## src/rtl/mem_port_arbiter.sv

```systemverilog
// Arbitrates the single external memory port between instruction fetch and the
// data stage: one outstanding transaction, data priority with a fetch starvation guard.
module mem_port_arbiter #(
  parameter int XLEN           = 32,
  parameter int TIMEOUT_CYCLES = 255,
  parameter int MAX_DM_STREAK  = 4
) (
  input  logic            i_clk,
  input  logic            i_rst_n,
  input  logic            i_if_req,
  input  logic [XLEN-1:0] i_if_addr,
  input  logic            i_if_flush,
  output logic            or_if_ack,
  output logic [XLEN-1:0] or_if_data,
  input  logic            i_dm_req,
  input  logic [XLEN-1:0] i_dm_addr,
  input  logic [XLEN-1:0] i_dm_data,
  input  logic [2:0]      i_dm_funct3,
  input  logic            i_dm_read_write,
  output logic            or_dm_ack,
  output logic [XLEN-1:0] or_dm_data,
  output logic            or_mem_req,
  output logic [XLEN-1:0] or_mem_addr,
  output logic [XLEN-1:0] or_mem_data,
  output logic [2:0]      or_mem_funct3,
  output logic            or_mem_read_write,
  input  logic            i_mem_ack,
  input  logic [XLEN-1:0] i_mem_data,
  output logic            or_timeout,
  output logic            or_grant_dm
);
  localparam int            SW         = $clog2(MAX_DM_STREAK + 1);
  localparam logic [SW-1:0] STREAK_MAX = SW'(MAX_DM_STREAK);
  localparam logic [15:0]   TMO_LAST   = 16'(TIMEOUT_CYCLES - 1);

  typedef enum logic [1:0] {IDLE, BUSY_IF, BUSY_DM, DROP_IF} state_t;

  state_t          state_reg, state_next;
  logic [15:0]     tmo_cnt_reg, tmo_cnt_next;
  logic [SW-1:0]   dm_streak_reg, dm_streak_next;
  logic            if_ack_next, dm_ack_next, mem_req_next, mem_rw_next;
  logic            timeout_next, grant_dm_next;
  logic [XLEN-1:0] if_data_next, dm_data_next, mem_addr_next, mem_data_next;
  logic [2:0]      mem_funct3_next;

  // A requester still showing its ack pulse is ignored so it cannot be reissued.
  logic if_ok, dm_ok, grant_dm, grant_if, busy, tmo_hit;
  assign if_ok    = i_if_req && !or_if_ack && !i_if_flush;
  assign dm_ok    = i_dm_req && !or_dm_ack;
  assign grant_dm = (state_reg == IDLE) && dm_ok && !(if_ok && dm_streak_reg == STREAK_MAX);
  assign grant_if = (state_reg == IDLE) && if_ok && !grant_dm;
  assign busy     = (state_reg != IDLE);
  assign tmo_hit  = busy && !i_mem_ack && (tmo_cnt_reg == TMO_LAST);

  always_ff @(posedge i_clk) begin
    if (!i_rst_n) begin
      state_reg         <= IDLE;
      tmo_cnt_reg       <= '0;
      dm_streak_reg     <= '0;
      or_if_ack         <= 1'b0;
      or_if_data        <= '0;
      or_dm_ack         <= 1'b0;
      or_dm_data        <= '0;
      or_mem_req        <= 1'b0;
      or_mem_addr       <= '0;
      or_mem_data       <= '0;
      or_mem_funct3     <= 3'b000;
      or_mem_read_write <= 1'b0;
      or_timeout        <= 1'b0;
      or_grant_dm       <= 1'b0;
    end else begin
      state_reg         <= state_next;
      tmo_cnt_reg       <= tmo_cnt_next;
      dm_streak_reg     <= dm_streak_next;
      or_if_ack         <= if_ack_next;
      or_if_data        <= if_data_next;
      or_dm_ack         <= dm_ack_next;
      or_dm_data        <= dm_data_next;
      or_mem_req        <= mem_req_next;
      or_mem_addr       <= mem_addr_next;
      or_mem_data       <= mem_data_next;
      or_mem_funct3     <= mem_funct3_next;
      or_mem_read_write <= mem_rw_next;
      or_timeout        <= timeout_next;
      or_grant_dm       <= grant_dm_next;
    end
  end

  always_comb begin
    state_next = state_reg;
    case (state_reg)
      IDLE: begin
        if (grant_dm)      state_next = BUSY_DM;
        else if (grant_if) state_next = BUSY_IF;
      end
      BUSY_IF: begin
        if (i_mem_ack || tmo_hit) state_next = IDLE;
        else if (i_if_flush)      state_next = DROP_IF;
      end
      default: begin
        if (i_mem_ack || tmo_hit) state_next = IDLE;
      end
    endcase
  end

  always_comb begin
    if_ack_next     = 1'b0;
    dm_ack_next     = 1'b0;
    timeout_next    = 1'b0;
    if_data_next    = or_if_data;
    dm_data_next    = or_dm_data;
    mem_req_next    = or_mem_req;
    mem_addr_next   = or_mem_addr;
    mem_data_next   = or_mem_data;
    mem_funct3_next = or_mem_funct3;
    mem_rw_next     = or_mem_read_write;
    grant_dm_next   = or_grant_dm;
    tmo_cnt_next    = tmo_cnt_reg;

    if (!i_if_req)                                  dm_streak_next = '0;
    else if (grant_if)                              dm_streak_next = '0;
    else if (grant_dm && dm_streak_reg != STREAK_MAX) dm_streak_next = dm_streak_reg + 1'b1;
    else                                            dm_streak_next = dm_streak_reg;

    if (grant_dm) begin
      mem_req_next    = 1'b1;
      mem_addr_next   = i_dm_addr;
      mem_data_next   = i_dm_data;
      mem_funct3_next = i_dm_funct3;
      mem_rw_next     = i_dm_read_write;
      grant_dm_next   = 1'b1;
      tmo_cnt_next    = '0;
    end else if (grant_if) begin
      mem_req_next    = 1'b1;
      mem_addr_next   = i_if_addr;
      mem_data_next   = '0;
      mem_funct3_next = 3'b010;
      mem_rw_next     = 1'b0;
      grant_dm_next   = 1'b0;
      tmo_cnt_next    = '0;
    end else if (busy) begin
      // A same-edge ack beats the timeout; a flushed fetch never reports back.
      if (i_mem_ack || tmo_hit) begin
        mem_req_next = 1'b0;
        timeout_next = !i_mem_ack;
        if (state_reg == BUSY_DM) begin
          dm_ack_next  = 1'b1;
          dm_data_next = (i_mem_ack && !or_mem_read_write) ? i_mem_data : '0;
        end else if (state_reg == BUSY_IF && !i_if_flush) begin
          if_ack_next  = 1'b1;
          if_data_next = i_mem_ack ? i_mem_data : '0;
        end
      end else begin
        tmo_cnt_next = tmo_cnt_reg + 16'd1;
      end
    end
  end
endmodule
```

## config.mk

```make
export PLATFORM = sky130hd
export DESIGN_NAME = mem_port_arbiter
export DESIGN_NICKNAME = d
export VERILOG_FILES = /design/src/rtl/mem_port_arbiter.sv
export SDC_FILE = /design/constraint.sdc
export NUM_CORES = 1
export LEC_CHECK = 0
export CORE_MARGIN = 2
export CORE_UTILIZATION = 35
export CTS_CLUSTER_DIAMETER = 30
export DETAILED_ROUTE_END_ITERATION = 8
export PLACE_DENSITY = 0.75
export SLEW_MARGIN = 10
export SYNTH_ARGS = -nofsm -noshare
export SYNTH_HDL_FRONTEND = slang
export SYNTH_SLANG_ARGS = --single-unit
```

## constraint.sdc

```tcl
create_clock -name i_clk -period 3.7 [get_ports i_clk]
set_clock_uncertainty 0.05 [all_clocks]
set_input_delay 1.11 -clock i_clk [delete_from_list [all_inputs] [get_ports i_clk]]
set_output_delay 1.11 -clock i_clk [all_outputs]
set_load 0.02 [all_outputs]
```

### Word-level counts from Yosys, hierarchy flattened

Index checks and enable logic that the tools add are counted.

| cells by class | value |
|---|---|
| magnitude comparators | 0 |
| reductions and logical operators | 36 |
| divide/modulo/power cells | 0 |
| equality and inequality tests | 7 |
| bitwise gates (word level) | 7 |
| multiplexer cells | 23 |
| multiply operators | 0 |
| add/subtract/negate cells | 2 |
| shift-type cells | 0 |

Operators with widths:

| operator | count |
|---|---|
| $mux W32 | 6 |
| $add A16 B1 Y16 const B | 1 |
| $eq A16 B8 Y1 const B | 1 |
| $logic_and A1 B1 Y1 | 13 |
| $mux W2 | 5 |
| $mux W1 | 9 |
| $ne A3 B3 Y1 const B | 3 |
| $reduce_bool A3 Y1 | 3 |
| $logic_not A1 Y1 | 7 |
| $not A1 Y1 | 7 |
| $mux W3 | 2 |
| $reduce_and A6 Y1 | 1 |
| $reduce_or A3 Y1 | 2 |
| $reduce_or A6 Y1 | 1 |
| $reduce_and A5 Y1 | 1 |
| $reduce_or A5 Y1 | 1 |
| $pmux W2 S2 | 1 |
| $reduce_and A2 Y1 | 2 |
| $reduce_bool A2 Y1 | 2 |
| $add A3 B1 Y3 const B | 1 |
| $eq A3 B3 Y1 const B | 1 |
| $reduce_and A3 Y1 | 1 |
| $eq A2 B1 Y1 const B | 1 |
| $eq A2 B2 Y1 const B | 1 |
| 2 further kinds | 2 |

| word-level totals | value |
|---|---|
| register bits after elaboration | 158 |
| memories | 0 |
| bits in read-only memories | 0 |
| output and inout bits | 137 |
| bits in latches | 0 |
| logic and storage cells | 89 |
| bits in writable memories | 0 |
| input port bits | 138 |

### Longest topological paths before layout

Gate-level depths: netlist (run 1).

| logic depth | value |
|---|---|
| depth in word-level cells | 11 |
| gate-level depth with buffers | 8 |
| mapped depth without buffers | 6 |

### Worst setup path after synthesis (run 1)

OpenSTA, ideal clock, no wires.

| path | value |
|---|---|
| path kind | input to register |
| start point | input port i_if_flush |
| end point | register or_mem_data[10] |
| library setup time | 0.128 ns |
| required time | 3.522 ns |
| path buffers | 2 |
| arrival time | 2.090 ns |
| stages on the path | 6 |
| setup slack | 1.433 ns |
| cells stage by stage | nor3b_2 -> a21oi_1 -> buf_2 -> buf_2 -> a22oi_1 -> nor2_1 |

| on the way | value |
|---|---|
| longest elaborated chain between the ends | 8 |
| elaborated cells on any way between the ends | 10 |
| those cells by class | 1 x mux; 9 x reduce/logical |

Ends and longest elaborated chain:

| item | RTL line | RTL |
|---|---|---|
| from (decl) | 12 | `input logic i_if_flush,` |
| $logic_not A1 Y1 (*) | 48 | `assign if_ok = i_if_req && !or_if_ack && !i_if_flush;` |
| $logic_and A1 B1 Y1 (*) | 48 |  |
| $logic_and A1 B1 Y1 | 50 | `assign grant_dm = (state_reg == IDLE) && dm_ok && !(if_ok && dm_streak_reg == STREAK_MAX);` |
| $logic_not A1 Y1 | 50 |  |
| $logic_and A1 B1 Y1 | 50 |  |
| $logic_not A1 Y1 | 51 | `assign grant_if = (state_reg == IDLE) && if_ok && !grant_dm;` |
| $logic_and A1 B1 Y1 | 51 |  |
| $reduce_bool A2 Y1 (no source line) | n/a |  |
| to (signal assigned) | 81 | `or_mem_data <= mem_data_next;` |
| to (decl) | 24 | `output logic [XLEN-1:0] or_mem_data,` |

Mark *: on every way between the ends. The rest lies on a longest branch, timed or not.
A chain may end at the register's enable or synchronous reset.

### Final worst setup path (run 1)

| path | value |
|---|---|
| start point | input port i_if_req |
| end point | register or_mem_data[5] |

| on the way | value |
|---|---|
| longest elaborated chain between the ends | 8 |
| elaborated cells on any way between the ends | 10 |
| those cells by class | 1 x mux; 9 x reduce/logical |

Ends and longest elaborated chain:

| item | RTL line | RTL |
|---|---|---|
| from (decl) | 10 | `input logic i_if_req,` |
| $logic_and A1 B1 Y1 (*) (2 in series) | 48 |  |
| $logic_and A1 B1 Y1 | 50 |  |
| $logic_not A1 Y1 | 50 |  |
| $logic_and A1 B1 Y1 | 50 |  |
| $logic_not A1 Y1 | 51 |  |
| $logic_and A1 B1 Y1 | 51 |  |
| $reduce_bool A2 Y1 (no source line) | n/a |  |

Marks and branches as above.

==> results of run 1 <==
## cell usage after synthesis, drive strengths merged (4+ instances only)
library cell / n / area share (%)
a21oi: 112 / 9.3
a22o: 32 / 4.7
a22oi: 35 / 4.4
and4: 4 / 0.62
buf: 25 / 3.0
clkbuf: 28 / 1.7
dfxtp: 158 / 53
ha: 4 / 0.83
inv: 9 / 0.56
nand2: 71 / 4.4
nand3: 7 / 0.58
nand4: 8 / 0.83
nor2: 44 / 2.8
nor3: 5 / 0.50
o21ai: 72 / 6.0
o31ai: 4 / 0.50
or3: 7 / 0.73
or4: 4 / 0.50
## power by group
| group | internal (mW) | switching [mW] | leakage, nW |
|---|---|---|---|
| Sequential | 1.79 | 0.0501 | 1.29 |
| Combinational | 0.376 | 0.383 | 1.84 |
| Clock | 1.02 | 0.713 | 0.278 |
## critical path, stage by stage
cell	delay [ps]
sky130_fd_sc_hd__clkdlybuf4s50_1	410
sky130_fd_sc_hd__nor3b_2	220
sky130_fd_sc_hd__a21oi_4	460
sky130_fd_sc_hd__buf_4	550
sky130_fd_sc_hd__a22oi_1	160
sky130_fd_sc_hd__nor2_1	140
## layout make-up
cell class / count / area, um2
well taps: 220 / 275.3
clock inverters: 11 / 132.6
repair buffers: 287 / 2853
multi-input cells: 442 / 2556
inverters: 9 / 33.78
fillers: 1467 / 7241
flip-flops and latches: 158 / 3163
clock buffers: 20 / 446.7
## metrics by stage
stage / util, % / hold slack (ps) / cell area [um2] / setup WS [ps]
after floorplan: - / 397.3 / 6012 / 1433
after CTS: 56.65 / 423.3 / 9460 / 926.0
after detailed placement: 53.18 / 404.4 / 8881 / 509.5
after global routing: 56.65 / 447.7 / 9460 / 708.9
after global placement: 53.18 / 406.0 / 8881 / 557.5
final: 56.65 / 422.3 / 9460 / 916.2
## cells by family (layout without fill, tap and decap cells)
family / after synthesis / in the layout / synth area share, %
AO/OA/AOI/OAI: 270 / 270 / 27.14
buffers and inverters: 62 / 327 / 5.328
XOR/XNOR: 4 / 4 / 0.5828
AND/OR/NAND/NOR: 164 / 164 / 13.51
flip-flops: 158 / 158 / 52.61
adder cells (fa/ha/maj): 4 / 4 / 0.8325
## routing by layer
metal	vias up	part of all wire, %	global-route usage [%]
met5	-	0	0
met4	0	2.4	8.218
met3	34	8.2	6.944
met2	202	47	33.02
met1	2770	43	25.68
li1	2892	-	-
## how the worst max path moves through the flow
stage | start | endpoint | slack (ps) | cells past startpoint
after floorplan | i_if_flush | or_mem_data[10]$_SDFFE_PN0P_ | 1430 | 6
after global placement | i_if_req | or_mem_addr[29]$_SDFFE_PN0P_ | 560 | 6
after detailed placement | i_if_req | or_mem_addr[24]$_SDFFE_PN0P_ | 510 | 6
after CTS | i_if_req | or_mem_data[5]$_SDFFE_PN0P_ | 930 | 6
after global routing | i_if_req | or_dm_ack$_SDFF_PP0_ | 710 | 5
final | i_if_req | or_mem_data[5]$_SDFFE_PN0P_ | 920 | 6
==> flow_results.org, run 1 <==
** Place
- At the end of routability-driven placement, the weighted congestion stood at 0.8147.
- DP Wirelength :: 13.02 mm
- After detailed placement, the design holds a cell count of around 1100.
- Number of input and output port buffers inserted :: 274

** GRT
- Entering global routing, the biggest net connects 68 pins.
- Aggregate global routing overflow :: 0
- Vias in the first global route :: 5654
- First-pass GRT wire length :: 29.82 mm
- The initial antenna violation count was 0.
- GRT Resource Usage Total :: 20.64%

** Synthesis
- Count of distinct cell types in the synthesized netlist :: 48
- After synthesis the cells add up to 6012 um2.
- Synthesis produced a netlist with a net count of approximately 800.
- After synthesis, flip-flops and latches occupy 52.61% of the total area.
- Count of flip-flops with a built-in enable after synthesis :: 0
- Flop and latch count out of synthesis :: between 150 and 200
- Mean post-synth cell area :: 9.082 um2
- For this run, the leading register cell type out of synthesis is sky130_fd_sc_hd__dfxtp_1.
- After synthesis, the share of flip-flops with an asynchronous set or reset is 0%.
- Counting every instance in the synthesized netlist gives 662.
- For this run, the number of Yosys warnings is 0.

** Floorplanning
- 275 I/O pins were placed.
- The die is 135.1 um tall.
- Die outline area :: 18240 um2
- Starting Density :: 36.00%
- In this run the standard cell core region covers 16700 um2.
- Measured along the x axis, the die boundary spans around 140 um.
- Placement row count :: 47

** CTS
- Clock tree from TritonCTS :: yes
- Cts bufs inserted :: 17
- Reg clk slew, reported paths :: 60 ps
- Total number of H-tree levels :: 4
- Post-cts repair resize count :: 0
- CTS Root Buffer Type :: sky130_fd_sc_hd__clkbuf_16
- Clock latency on the worst-skew pair :: 420 ps
- The clock drives 158 sinks.
- CTS Hold Buffers Added :: 0
- Buffers from clock root to sink, at most :: 2
- Buffers inserted during post-CTS setup optimization :: 0

** STA
- In this run the tightest slew margin relative to its limit is 56.03%.
- Unrepaired setup endpoints after global routing :: no
- Final setup violation count :: 0
- Final-layout setup total negative slack :: 0 ps
- The final critical path takes up between 70 and 80% of the cycle.
- Pins Over Slew Limit :: 0
- Final hold violation count :: 0
- Minimum clock period :: 2784 ps
- Achievable frequency :: between 0.3 and 0.4 GHz
- At the pin with the least slew margin, the transition time is roughly 660 ps.

** Cells and area
- Share of cells above drive strength 1 :: around 6.3%
- The number of antenna diodes in the final layout is 0.
- Leading cell types in the layout, fill and taps excluded :: sky130_fd_sc_hd__clkdlybuf4s50_1 (274), sky130_fd_sc_hd__dfxtp_1 (158), sky130_fd_sc_hd__a21oi_1 (111), sky130_fd_sc_hd__o21ai_0 (72), sky130_fd_sc_hd__nand2_1 (71)
- After the flow finishes, the layout carries non-filler instances totaling 1147.
- Leaving out fill and tap cells, the most frequent cell in the layout is sky130_fd_sc_hd__clkdlybuf4s50_1.
- The area growth from synthesis to layout is 57.36%.
- The final layout contains 1057 nets.

** Routing
- # DRC :: 0
- Remaining antenna violation count after routing :: 0
- 1st-iter DRT viols :: 330
- Using the TritonRoute via totals, the vias-per-cell ratio works out to 5.142.
- Via count :: 5898
- Total wire length after detailed routing :: between 15 and 20 mm
- Wirelength per Cell :: 16.86 um
- For this run, the detailed router's first-pass iteration total came to 5.

** Worst hold path
- In this run the most critical hold path is launched from or_if_data[8]$_SDFFE_PN0P_.
- The path with the worst hold slack has its endpoint at or_if_data[8]$_SDFFE_PN0P_.
- Class of the most critical hold timing path :: reg2reg
- Counting instances, the worst hold path has a depth of 2.

** Run status
- The run finished with clean final reports.

** Power and ir drop
- IR drop worst, VDD :: 0.3149 mV
- Total power draw :: about 4.3 mW
- The analysis attributes to cell leakage a power of around 3.4 nW.
- Cell Pwr Density :: between 400 and 500 nW/um2

** Setup path
- STA classifies the critical path endpoint as a flop.
- Critical path data arrival time :: 3080 ps
- CP startpoint kind :: primary input
- The endpoint identified for the worst register-to-register timing path is or_dm_data[19]$_SDFFE_PN0P_.
- At the worst endpoint, the required time is 4000 ps.
- Setup slack on the worst reg-to-reg path comes out at 1490 ps.
- Max Fanout on Critical Path :: just over 50
- Worst Reg2Reg Path Length in Cells :: 7
- The startpoint identified for the worst register-to-register timing path is tmo_cnt_reg[0]$_SDFFE_PP0P_.
- Category of the most critical setup path :: in2reg

** Run
- Max Cap Viol :: 0
No activity file was read; power rests on OpenSTA's default activity.
==> inputs of run 2 (changes only) <==
==> constraint.sdc (replaced) <==
create_clock -name i_clk -period 2.6 [get_ports i_clk]
set_clock_uncertainty 0.05 [all_clocks]
set_input_delay 0.78 -clock i_clk [delete_from_list [all_inputs] [get_ports i_clk]]
set_output_delay 0.78 -clock i_clk [all_outputs]
set_load 0.02 [all_outputs]
==> flow_results.org, run 2 (synthesis gave the netlist of run 1 again) <==
** Run status
- Run status :: finished, final reports clean

** CTS
- Counting every sink on the clock net gives 158.
- Buffers inserted during clock tree synthesis total 17.
- Buffers from clock root to sink, at most :: 2
- Clock latency on the worst-skew pair :: 420 ps
- TritonCTS built the clock tree.
- After clock tree synthesis, the flow added hold-fix buffers numbering 0.
- CTS Root Buffer Type :: sky130_fd_sc_hd__clkbuf_16
- Reg clk slew, reported paths :: 60 ps
- The H-tree generated during clock tree synthesis spans 4 levels.
- Buffers inserted during post-CTS setup optimization :: 0
- After clock tree synthesis, the repair step resized 0 gates.

** Setup path
- The startpoint identified for the worst register-to-register timing path is tmo_cnt_reg[1]$_SDFFE_PP0P_.
- Together, buffers and inverters on the worst path number 1.
- Category of the most critical setup path :: reg2out
- Slowest stage cell on the critical path :: sky130_fd_sc_hd__clkdlybuf4s50_1
- Reg-to-Reg End :: or_dm_data[12]$_SDFFE_PN0P_
- STA classifies the critical path startpoint as a flop.
- In this run the worst path has a maximum fanout of 3.
- Measured in cells, the most critical reg-to-reg path has a length of 6.
- The worst setup path is captured at an output port.
- In this design, the stage delay of the slowest critical-path cell is 670 ps.
- The worst register-to-register path has a setup slack of 630 ps.
- The critical path starts at or_mem_read_write$_SDFFE_PN0P_.
- In this design, the largest share of critical-path delay is due to buffers and inverters.
- CP cell instances :: clkdlybuf4s50_1
- Critical path data arrival time :: 1510 ps
- STA puts the critical path data required time at 1770 ps.

** Routing
- Wirelength per Cell :: 16.86 um
- Routed wire length on met3 :: between 1.5 and 2 mm
- DRT met1 WL :: 8.189 mm
- In the routed design, unresolved DRC markers number 0.
- The pre-antenna-repair detailed-routing pass consisted of 7 iterations.
- Via count :: between 5000 and 6000
- Metal2 WL :: approximately 9.4 mm
- Total wire length after detailed routing :: 19.59 mm
- Dividing the detail-routed via count by the number of cells gives 5.151.
- In this run the remaining antenna-violating nets after routing total 0.
- After detailed routing, no signal wire sits above met4.
- 1st-iter DRT viols :: approximately 350

** Cells and area
- Share of cells above drive strength 1 :: ~8%
- Most common cell after layout, fill and taps aside :: sky130_fd_sc_hd__clkdlybuf4s50_1
- Post-route standard cell area excluding fillers :: approximately 9600 um2
- The library cells used most frequently in the layout, excluding fill and tap cells, are sky130_fd_sc_hd__clkdlybuf4s50_1 (274), sky130_fd_sc_hd__dfxtp_1 (158), sky130_fd_sc_hd__a21oi_1 (111), sky130_fd_sc_hd__o21ai_0 (72), sky130_fd_sc_hd__nand2_1 (71).
- The area growth from synthesis to layout is 59.88%.
- Filler cells :: 1471
- Final antenna diode count :: 0
- The final layout contains 1072 nets.

** STA
- Setup violations remaining at the end of the flow were counted as 0.
- Setup repair after global routing left no endpoint under its margin.
- In the finished design, the share of the clock period the worst path needs comes to 90.09%.
- At the pin with the least slew margin, the transition time is ~500 ps.
- After routing, the total negative slack on setup checks comes to 0 ps.
- Achievable frequency :: 0.4269 GHz
- The number of hold-slack violations in the final timing report was 0.
- The count of final max-slew check failures came to 0.
- Minimum clock period :: around 2300 ps
- The worst pin sits at a relative slew slack of 66.63%.

** Power and ir drop
- LEAKAGE :: 3.474 nW
- The design draws 6.047 mW.
- The worst-case IR drop observed on VDD is 0.4508 mV.
- Cell Pwr Density :: 629.1 nW/um2

** GRT
- Number of antenna violations at the first check in global routing :: 0
- Maximum number of pins on one net before global-route repair :: 74
- The via count of the first global-routing pass is between 5000 and 6000.
- Aggregate global routing overflow :: 0
- First-pass GRT wire length :: approximately 30 mm
- Across every metal layer, demand over resource in global routing totals 20.72%.

** Worst hold path
- Worst hold endpoint :: or_if_data[30]$_SDFFE_PN0P_
- Hold path cells :: 2
- Class of the most critical hold timing path :: reg2reg
- The worst hold path begins at or_if_data[30]$_SDFFE_PN0P_.

** Run
- Max Cap Viol :: 0

** Floorplanning
- For this configuration, the core starts out at a cell density of 36.00%.
- Placement row count :: 47
- In this run the horizontal extent of the chip is 135.1 um.
- Boundary pin count :: about 280
- Die outline area :: 18240 um2
- The core region is 16700 um2.
- The die is 135.1 um tall.

** Place
- The congestion estimate from routability-driven global placement came to 0.8519.
- DP Area :: 9069 um2
- The count of buffers added on input and output ports is 274.
- Summed over all nets, the half-perimeter wirelength after detailed placement is 13.18 mm.
run 2: cell count changes in the layout (fill, tap and decap cells not counted), moves of 2 or more:
cell / previous run / this run
sky130_fd_sc_hd__clkinvlp_4: 2 / 5
sky130_fd_sc_hd__buf_4: 12 / 21
sky130_fd_sc_hd__buf_12: 1 / 7
sky130_fd_sc_hd__bufinv_16: 2 / 0
sky130_fd_sc_hd__inv_6: 4 / 2
run 2: where the power goes:
group          internal [mW]  total, mW  switching [mW]  leakage (nW)
clock network           1.27       2.30            1.02         0.251
logic                  0.574       1.13           0.555          1.93
registers               2.55       2.62          0.0705          1.29
total                   4.40       6.05            1.65          3.47
run 2: worst max-delay path by stage:
stage,endpoint,depth (start not counted),slack (ps)
floorplan,or_mem_data[10]$_SDFFE_PN0P_,6,660
global placement,or_mem_addr[10]$_SDFFE_PN0P_,6,130
detailed placement,or_mem_addr[10]$_SDFFE_PN0P_,6,100
CTS,or_mem_read_write,1,210
global route,or_mem_read_write,1,200
finish,or_mem_read_write,1,260
run 2: per-stage QoR:
step	instances	hold WS [ps]	utilization, %	worst slack [ps]
floorplan	662	397.3	-	662.5
global placement	1131	405.8	54.30	126.5
detailed placement	1131	403.2	54.30	97.78
CTS	1162	425.2	57.55	208.4
global route	1162	441.5	57.55	198.5
finish	1162	421.5	57.55	257.6
run 2: per-layer routing:
layer,global-route usage (%),up-vias
li1,-,2917
met1,24.86,2834
met2,34.60,204
met3,6.907,30
met4,7.639,0
met5,0,-
run 2: layout make-up:
type | instances | area, um2 | share of cell area (%)
flip-flops and latches | 158 | 3163 | 32.91
repair buffers | 302 | 3040 | 31.63
multi-input cells | 442 | 2556 | 26.59
clock buffers | 20 | 456.7 | 4.751
well taps | 220 | 275.3 | 2.864
clock inverters | 11 | 86.33 | 0.8982
inverters | 9 | 33.78 | 0.3515
